### config.mk
export PLATFORM = sky130hd
export DESIGN_NAME = qpsk_symbol_packer
export DESIGN_NICKNAME = d
export VERILOG_FILES = /design/src/rtl/qpsk_pkg.sv /design/src/rtl/qpsk_symbol_packer_demap.sv /design/src/rtl/qpsk_symbol_packer.sv
export SDC_FILE = /design/constraint.sdc
export NUM_CORES = 1
export LEC_CHECK = 0
export BUFFER_PORTS_ARGS = -buffer_cell sky130_fd_sc_hd__buf_2
export CAP_MARGIN = 20
export CORE_ASPECT_RATIO = 0.9
export CORE_MARGIN = 8
export CORE_UTILIZATION = 51
export DETAILED_ROUTE_END_ITERATION = 10
export PLACE_DENSITY = 0.79
export SLEW_MARGIN = 0
export SYNTH_ARGS = -nofsm -noshare
export SYNTH_HDL_FRONTEND = slang
export SYNTH_SLANG_ARGS = --single-unit
export TNS_END_PERCENT = 100
### constraint.sdc
create_clock -name clk -period 1.7 [get_ports clk]
set_clock_uncertainty 0.15 [all_clocks]
set_input_delay 0.34 -clock clk [delete_from_list [all_inputs] [get_ports clk]]
set_output_delay 0.34 -clock clk [all_outputs]
set_load 0.05 [all_outputs]
### src/rtl/qpsk_pkg.sv
// qpsk_pkg: shared QPSK definitions for the mapper and demapper sides.
//   - state_e    : packer FSM states (COLLECT, HOLD, FLUSH)
//   - DIBIT_* / SYM_* : dibit values and their {real, img} sign-bit symbols
//   - qpsk_demap_f : {real, img} -> dibit
//   - qpsk_map_f   : dibit -> {real, img}
package qpsk_pkg;

  localparam int unsigned WORD_W_DEF = 21;

  typedef enum logic [1:0] {
    COLLECT = 2'd0,
    HOLD    = 2'd1,
    FLUSH   = 2'd2
  } state_e;

  localparam logic [1:0] DIBIT_00 = 2'b00;
  localparam logic [1:0] DIBIT_01 = 2'b01;
  localparam logic [1:0] DIBIT_10 = 2'b10;
  localparam logic [1:0] DIBIT_11 = 2'b11;

  // Symbols packed as {real, img} sign bits.
  localparam logic [1:0] SYM_00 = 2'b11;
  localparam logic [1:0] SYM_01 = 2'b01;
  localparam logic [1:0] SYM_10 = 2'b00;
  localparam logic [1:0] SYM_11 = 2'b10;

  // Gray-style demap: MSB is the inverted quadrature sign, LSB is real xor img.
  function automatic logic [1:0] qpsk_demap_f(input logic re, input logic im);
    return {~im, re ^ im};
  endfunction

  function automatic logic [1:0] qpsk_map_f(input logic [1:0] dibit);
    logic [1:0] sym;
    unique case (dibit)
      DIBIT_00: sym = SYM_00;
      DIBIT_01: sym = SYM_01;
      DIBIT_10: sym = SYM_10;
      default:  sym = SYM_11;
    endcase
    return sym;
  endfunction

endpackage

### src/rtl/qpsk_symbol_packer_demap.sv
// qpsk_demap: combinational QPSK symbol to dibit demapper.
//   real_part_i : in-phase sign bit
//   img_part_i  : quadrature sign bit
//   dibit_o     : recovered 2-bit payload
module qpsk_demap
  import qpsk_pkg::*;
(
  input  logic       real_part_i,
  input  logic       img_part_i,
  output logic [1:0] dibit_o
);

  assign dibit_o = qpsk_demap_f(real_part_i, img_part_i);

endmodule

### src/rtl/qpsk_symbol_packer.sv
// qpsk_symbol_packer: collects NSYM QPSK symbols into one payload word.
//   clk, reset           : clock and synchronous active-high reset
//   sym_valid/sym_ready  : upstream symbol handshake, symbol on real_part/img_part
//   data_out/data_valid  : reassembled word, held until out_ready
//   out_ready            : downstream accepts data_out
//   pad_err              : discarded pad bit was 1 (valid with data_valid)
//   timeout_err          : one-cycle pulse when a partial word is dropped
module qpsk_symbol_packer
  import qpsk_pkg::*;
#(
  parameter int unsigned WORD_W  = WORD_W_DEF,
  parameter int unsigned TIMEOUT = 1024
) (
  input  logic              clk,
  input  logic              reset,
  input  logic              sym_valid,
  input  logic              real_part,
  input  logic              img_part,
  output logic              sym_ready,
  output logic [WORD_W-1:0] data_out,
  output logic              data_valid,
  input  logic              out_ready,
  output logic              pad_err,
  output logic              timeout_err
);

  localparam int unsigned NSYM   = (WORD_W + 1) / 2;
  localparam int unsigned BUF_W  = 2 * NSYM;
  localparam int unsigned CNT_W  = $clog2(NSYM + 1);
  localparam int unsigned IDLE_W = $clog2(TIMEOUT + 1);

  state_e              state_q, state_d;
  logic [BUF_W-1:0]    buf_q, buf_d;
  logic [CNT_W-1:0]    cnt_q, cnt_d;
  logic [IDLE_W-1:0]   idle_q, idle_d;
  logic [1:0]          dibit;
  logic                accept;

  qpsk_demap u_demap (
    .real_part_i (real_part),
    .img_part_i  (img_part),
    .dibit_o     (dibit)
  );

  // Outputs are forced to their idle values while reset is held, whatever the state.
  assign sym_ready   = (state_q == COLLECT) && !reset;
  assign data_valid  = (state_q == HOLD) && !reset;
  assign data_out    = data_valid ? WORD_W'(buf_q[BUF_W-1:1]) : '0;
  assign pad_err     = data_valid && buf_q[0];
  assign timeout_err = (state_q == FLUSH) && !reset;

  assign accept = sym_valid && sym_ready;

  always_comb begin
    state_d = state_q;
    buf_d   = buf_q;
    cnt_d   = cnt_q;
    idle_d  = idle_q;
    unique case (state_q)
      COLLECT: begin
        if (accept) begin
          buf_d  = {buf_q[BUF_W-3:0], dibit};
          cnt_d  = cnt_q + CNT_W'(1);
          idle_d = '0;
          if (cnt_q == CNT_W'(NSYM - 1)) state_d = HOLD;
        end else if (cnt_q != '0) begin
          // Dropping on the cycle the count would reach TIMEOUT gives exactly
          // TIMEOUT idle cycles before the flush.
          if (idle_q == IDLE_W'(TIMEOUT - 1)) begin
            state_d = FLUSH;
            buf_d   = '0;
            cnt_d   = '0;
            idle_d  = '0;
          end else begin
            idle_d = idle_q + IDLE_W'(1);
          end
        end
      end
      HOLD: begin
        if (out_ready) begin
          state_d = COLLECT;
          cnt_d   = '0;
          idle_d  = '0;
        end
      end
      FLUSH: begin
        state_d = COLLECT;
      end
      default: begin
        state_d = COLLECT;
      end
    endcase
  end

  always_ff @(posedge clk) begin
    if (reset) begin
      state_q <= COLLECT;
      buf_q   <= '0;
      cnt_q   <= '0;
      idle_q  <= '0;
    end else begin
      state_q <= state_d;
      buf_q   <= buf_d;
      cnt_q   <= cnt_d;
      idle_q  <= idle_d;
    end
  end

endmodule
==> reports/summary.txt, run 1 <==
Synth area leaders = dfxtp_1, a32oi_1, o41ai_1
Simple-Gate Fraction of Synth Area = 21.29%
Avg Cell Area, Syn = 8.664 um2
Worst endpoint type = register data pin
yosys warns = 0
top cell type's share of synthesized area = 35.90%
cell taking the most area after synthesis = dfxtp_1
cell count after placement = 355
Die Height = 77.95 um
CTS max path bufs = 2
Synth Area in Adders = 2.301%
io pins = 31
Primary FF master, synth = dfxtp_1
XOR/XNOR Fraction of Synth Area = 0.4028%
Compound-Gate Fraction of Synth Area = 28.88%
CTS buffer count = 5
Initial Utilization = 53.02%
H-tree levels = 2
hold-fix buffers at CTS = 0
post-synthesis instance area = 0.002175 mm2
post-synthesis cell type count = 49
post-synthesis register bit count = 39
last stage reached = global routing
Post-synth EDFFs = 0
outcome = stopped before the end
largest family of logic cells by synthesized area = compound AO/OA/AOI/OAI gates
asr flop ratio synth = 0%
Run Error = [ERROR DPL-0038] Utilization greater than 100%, impossible to legalize
most numerous cell in the Yosys netlist = dfxtp_1
register area share after synthesis = 35.90%
Die Span X = 84.83 um
Final HPWL DP = 4338 um
Buffers on Ports = 30
largest net degree at the start of global routing = 23
clock sinks = 39
syn_nets = 261
clock root buffer = clkbuf_8
Post-synth top cells = dfxtp_1, inv_1, nor3_1
mux cell area share after synthesis = 0.4603%
post-GRT worst EP = idle_q[6]$_SDFFE_PP0P_/D
Cells after Synth = 251
routability cong. = 0.8521
row cnt = 22
## repair_timing
item,4_1_cts
setup buffers,13
gates resized for setup,84
endpoints found under the setup margin,64
pin swaps,25
gates cloned,3
endpoints found under the hold margin,0
## cells by family after synthesis
group,Yosys count
flip-flops,39
AND/OR/NAND/NOR,76
multiplexers,1
buffers and inverters,55
XOR/XNOR,1
adder cells (fa/ha/maj),4
AO/OA/AOI/OAI,75
## through the flow
| step | TNS (ns) | setup WS, ns | util, % | instance area, um2 |
|---|---|---|---|---|
| 3_5_place_dp | -10.91 | -0.3440 | 77.12 | 3163 |
| 3_3_place_gp | -9.458 | -0.3013 | 77.12 | 3163 |
| 4_1_cts | -6.825 | -0.2885 | 91.98 | 3772 |
| 2_1_floorplan | -1.787 | -0.06841 | - | 2746 |
==> run 2: changes to the inputs <==
Settings changed: CORE_ASPECT_RATIO 0.9 to default, CORE_UTILIZATION 51 to 40, PLACE_DENSITY 0.79 to default, PLACE_DENSITY_LB_ADDON from default to 0.15.
Clock period 1.7 ns to 2.2 ns, I/O delays scaled along.
==> run 2 against run 1 <==
Net effect: the run now ends clean; synthesized area unchanged; synthesized cell count is the same.
==> reports/summary.txt, run 2 <==
CP max-delay cell = dfxtp_1
Startpoint Class = register
total global routing overflow = 0
Post-synth EDFFs = 0 (unchanged)
top cell type's share of synthesized area = 35.90% (unchanged)
first-pass GRT wire length = 9294 um
clock root buffer = clkbuf_8
Finished Core Util = 52.27%
initial antenna violation count = 0
biggest regs = buf_q (22), idle_q (11), cnt_q (4)
Worst-path clk slew = 0.07 ns
critical path type = register to output port
Tightest Hold Check Type = input port to register
Die Height = 89.73 um (+15%)
total track usage = 13.38%
vias in the first global route = 1998
# setup viols final = 0
Slew Limit Fails = 0
max reg flops = 22
CTS max path bufs = 2 (unchanged)
Avg Cell Area, Syn = 8.664 um2 (unchanged)
routed vias/inst = 5.935
clock sinks = 39 (unchanged)
post-synthesis register bit count = 39 (unchanged)
row cnt = 27 (+23%)
Leakage = 1.083 nW
Synth area leaders = dfxtp_1, a32oi_1, o41ai_1
CTS tree = yes
Period Utilization, post-route = 94.38%
die area = 0.008051 mm2
outcome = complete, no violations
Worst EP arrival = 1.49 ns
slew margin rel. = 71.62%
Biggest register = buf_q
final wirelength = 5409 um
Critical Path RT = 1.61 ns
DR WL/cell = 15.24 um
pin slew with the least headroom to its limit = 0.4239 ns
worst vdd ir = 0.0003181 V
Cells after Synth = 251 (unchanged)
# nets final = 292
yosys warns = 0 (unchanged)
crit path capture type = output port
Post-DRT Antenna Nets = 0
Buffers on Ports = 30 (unchanged)
RSZ-0062 raised after global routing = false
post-synthesis cell type count = 49 (unchanged)
post-synthesis instance area = 0.002175 mm2 (unchanged)
Power Density = 633.8 mW/mm2
Vias = 2107
crit path time final = 2.076 ns
post-route insts no fill = 355
critical-path cell list = inv_1 > nand2_2 > buf_4 > nor3_1 > buf_2
Final HPWL DP = 3876 um (-11%)
ant diodes = 0
CTS buffer count = 5 (unchanged)
placed inst area = 0.002675 mm2 (-15%)
cell count after placement = 347 (-2.3%)
Layout fillers = 526
most common cell after layout, fill and taps aside = dfxtp_1
most frequent cells in the layout = dfxtp_1, inv_1, buf_2
fmax = 0.4816 GHz
largest net degree at the start of global routing = 36
routability cong. = 0.8128 (-4.6%)
Worst R2R Setup Slack = 0.23 ns
max incr delay on CP = 0.37 ns
total power = 1.780 mW
Primary FF master, synth = dfxtp_1
Hold Vio Cnt, Final = 0
syn_nets = 261 (unchanged)
Initial Utilization = 40.48% (-13 points)
max-capacitance violation count = 0
fin area = 0.002808 mm2
Post-synth top cells = dfxtp_1, inv_1, nor3_1
register area share after synthesis = 35.90% (unchanged)
initial DRC count = 63
share of layout cells above drive strength 1 = 30.39%
asr flop ratio synth = 0% (unchanged)
DRC = 0
H-tree levels = 2 (unchanged)
maximum fanout along the worst path = 9
postcts setup bufs = 0 (-13)
core area = 0.005371 mm2
DR pass1 iterations = 4
io pins = 31 (unchanged)
cell taking the most area after synthesis = dfxtp_1
clock latency on the worst-skew pair = 0.29 ns
hold-fix buffers at CTS = 0 (unchanged)
Die Span X = 89.73 um (+5.8%)
CTS resizes = 0 (-100%)
Synth-to-Final Area Change = 29.11%
most numerous cell in the Yosys netlist = dfxtp_1
run 2: power by group:
part	switching, mW	leakage [nW]	internal [mW]	total (mW)
Sequential	0.0299	0.315	0.733	0.763
Clock	0.253	0.0654	0.454	0.707
Combinational	0.185	0.702	0.125	0.310
Total	0.468	1.08	1.31	1.78
run 2: metal layers:
layer / up-vias / track usage (%) / part of all wire [%]
li1: 1042 / - / -
met1: 1017 / 15.89 / 44
met2: 42 / 22.33 / 50
met3: 6 / 3.990 / 4.6
met4: 0 / 4.513 / 1.2
met5: - / 0 / 0
run 2: worst paths after layout:
kind	from	end	depth (start not counted)
max	state_q[1]	data_out[0]	5
min	img_part	buf_q[1]	4
max reg2reg	cnt_q[0]	idle_q[9]	7
min reg2reg	buf_q[21]	buf_q[21]	2
run 2: through the flow:
| stage | hold WS, ns | setup WS, ns | setup TNS [ns] |
|---|---|---|---|
| 2_1_floorplan | 0.2977 | -0.2567 | -1.083 |
| 3_3_place_gp | 0.3201 | 0.2566 | 0 |
| 3_5_place_dp | 0.3291 | 0.2239 | 0 |
| 4_1_cts | 0.2866 | 0.08462 | 0 |
| 5_1_grt | 0.3157 | 0.004227 | 0 |
| 6_report | 0.2952 | 0.1236 | 0 |
run 2: cells by family (layout without fill, tap and decap cells):
kind of cell	after synthesis	count (layout)	synth area share, %
AO/OA/AOI/OAI	75	75	28.88
XOR/XNOR	1	1	0.4028
adder cells (fa/ha/maj)	4	4	2.302
buffers and inverters	55	87	10.76
flip-flops	39	39	35.90
multiplexers	1	1	0.4603
AND/OR/NAND/NOR	76	76	21.29
run 2: final cells by class:
class                      instances  area, um2  share of cell area (%)
multi-input combinational        157       1378                   49.06
tap                               72      90.09                   3.209
timing repair buffer              48      310.3                   11.05
clock buffer                       6      72.57                   2.585
clock inverter                     2      60.06                   2.139
sequential                        39      780.7                   27.81
inverter                          31      116.4                   4.144
run 2: critical path, delay by kind of cell, from the launching register on:
family                 cells  cell delay (ns)
AND/OR/NAND/NOR            2             0.22
buffers and inverters      3             0.61
flip-flops                 1             0.37
Power figures use the tool's default switching activity.
==> run 3: changes to the inputs <==
Settings changed: REMOVE_ABC_BUFFERS from default to 1.
==> run 3 against run 2 <==
Net effect: utilization decreased by 3.6 points; total power is 0.48% higher; clock power rose by 3.0%; setup slack got worse by 0.031 ns; cell area shrank 6.8%; count of clock-buffer cells in the layout is the same; non-clock buffer count down 3; first-iteration DRC count up 78%; final cell count shrank 0.85%; sequential share of layout area rose by 2.1 points; hold slack got worse by 0.025 ns; largest cell class unchanged; highest routed layer unchanged.
==> reports/summary.txt, run 3 (synthesis gave the netlist of run 2 again) <==
Worst Hold Endpoint = buf_q[1]
Period Utilization, post-route = 95.80% (+1.4 points)
die area = 0.008051 mm2 (unchanged)
Synth-to-Final Area Change = 20.31%
DR pass1 iterations = 4 (unchanged)
RR Endpoint = idle_q[9]
clock sinks = 39 (unchanged)
biggest regs = buf_q (22), idle_q (11), cnt_q (4)
maximum fanout along the worst path = 22 (+13)
max-capacitance violation count = 0 (unchanged)
routability cong. = 0.8145 (+0.21%)
Startpoint Class = register
Vias = 2057 (-2.4%)
outcome = complete, no violations
CTS tree = yes
Final HPWL DP = 3639 um (-6.1%)
crit path capture type = output port
most frequent cells in the layout = dfxtp_1, inv_1, a32oi_1, o41ai_1, buf_2
# nets final = 289 (-1.0%)
postcts setup bufs = 0 (unchanged)
Critical Path RT = 1.61 ns (about the same)
final wirelength = 5480 um (+1.3%)
Worst Hold Slack = 0.2706 ns (-0.02457 ns)
vias in the first global route = 1917 (-4.1%)
cells on worst reg2reg path = 7 (unchanged)
fmax = 0.4745 GHz (-1.5%)
pin slew with the least headroom to its limit = 0.4522 ns (+0.02829 ns)
CTS max path bufs = 2 (unchanged)
CTS buffer count = 5 (unchanged)
core area = 0.005371 mm2 (unchanged)
worst vdd ir = 0.0003234 V (+1.7%)
fin area = 0.002616 mm2 (-6.8%)
worst path buffer plus inverter count = 3 (unchanged)
Hold Vio Cnt, Final = 0 (unchanged)
Biggest register = buf_q
initial antenna violation count = 0 (unchanged)
Tightest Hold Check Type = input port to register
Hold Path Cell Cnt = 4 (unchanged)
row cnt = 27 (unchanged)
FF-to-FF Start = cnt_q[0]
DRC = 0 (unchanged)
Die Height = 89.73 um (unchanged)
Power Density = 683.4 mW/mm2 (+7.8%)
initial DRC count = 112 (+78%)
Worst R2R Setup Slack = 0.15 ns (-0.08 ns)
RSZ-0062 raised after global routing = false
TNS Setup = 0 ns (unchanged)
total global routing overflow = 0 (unchanged)
DR WL/cell = 15.57 um (+2.2%)
H-tree levels = 2 (unchanged)
Post-DRT Antenna Nets = 0 (unchanged)
critical path type = register to output port
Initial Utilization = 40.48% (unchanged)
placed inst area = 0.002435 mm2 (-9.0%)
clock latency on the worst-skew pair = 0.30 ns (about the same)
total track usage = 13.69% (+0.31 points)
routed vias/inst = 5.844 (-1.5%)
total power = 1.788 mW (+0.48%)
slew margin rel. = 69.53% (-2.1 points)
Finished Core Util = 48.71% (-3.6 points)
Worst EP arrival = 1.52 ns (+0.03 ns)
crit path time final = 2.108 ns (+0.03121 ns)
Slew Limit Fails = 0 (unchanged)
Worst-path clk slew = 0.08 ns (about the same)
cell family with most CP delay = buffers and inverters
Buffers on Ports = 30 (unchanged)
Leakage = 0.9257 nW (-15%)
max reg flops = 22 (unchanged)
CP startpoint = state_q[1]
hold path startpoint = img_part
largest net degree at the start of global routing = 28 (-22%)
ant diodes = 0 (unchanged)
CP max-delay cell = dfxtp_2
share of layout cells above drive strength 1 = 23.93% (-6.5 points)
critical-path cell list = inv_1 > nand2_1 > buf_6 > nor3_1 > buf_2
Die Span X = 89.73 um (unchanged)
first-pass GRT wire length = 9487 um (+2.1%)
io pins = 31 (unchanged)
most common cell after layout, fill and taps aside = dfxtp_1
# setup viols final = 0 (unchanged)
max incr delay on CP = 0.37 ns (about the same)
clock root buffer = clkbuf_8
==> run 3: cell type report <==
cell class / instances / area [um2]
clock buffer: 6 / 72.57
clock inverter: 2 / 60.06
fill: 524 / 2755
inverter: 31 / 116.4
multi-input combinational: 157 / 1180
sequential: 39 / 783.3
tap: 72 / 90.09
timing repair buffer: 45 / 314.1
==> run 3: repair_timing <==
item	CTS	global route
pin swaps	0	1
hold buffers	0	0
endpoints found under the hold margin	0	0
endpoints found under the setup margin	15	24
cloned	0	0
gates resized for setup	6	13
==> run 3: tightest hold or removal path: cells and delay by family <==
kind                   cells  cell delay [ns]
AOI/OAI and AO/OA          2             0.10
buffers and inverters      2             0.16
==> run 3: power breakdown <==
part	total [mW]	switching, mW	internal (mW)	leakage [nW]
Clock	0.728	0.274	0.454	0.0654
Combinational	0.296	0.175	0.121	0.544
Sequential	0.764	0.0310	0.733	0.316
==> run 3: worst max path at each step <==
stage          depth (start not counted)  slack (ns)           to
5_1_grt                                5        0.02  data_out[2]
3_3_place_gp                           7        0.17    idle_q[9]
4_1_cts                                5       0.002  data_out[9]
3_5_place_dp                           7        0.14    idle_q[9]
2_1_floorplan                          2       -0.50  data_out[0]
6_report                               5        0.09      pad_err
==> run 3: stage by stage <==
step / cells / setup slack (ns)
floorplan: 227 / -0.5019
global placement: 344 / 0.1651
detailed placement: 344 / 0.1415
CTS: 352 / 0.002058
global route: 352 / 0.01893
finish: 352 / 0.09242
==> run 3: layer usage <==
| metal | routed length [um] | share of wire (%) | up-vias | GRT usage (%) |
|---|---|---|---|---|
| met5 | 0 | 0 | - | 0 |
| met3 | 252 | 4.6 | 8 | 3.741 |
| met4 | 93 | 1.7 | 0 | 5.501 |
| met2 | 2487 | 45 | 40 | 21.72 |
| li1 | - | - | 1023 | - |
| met1 | 2647 | 48 | 986 | 17.04 |
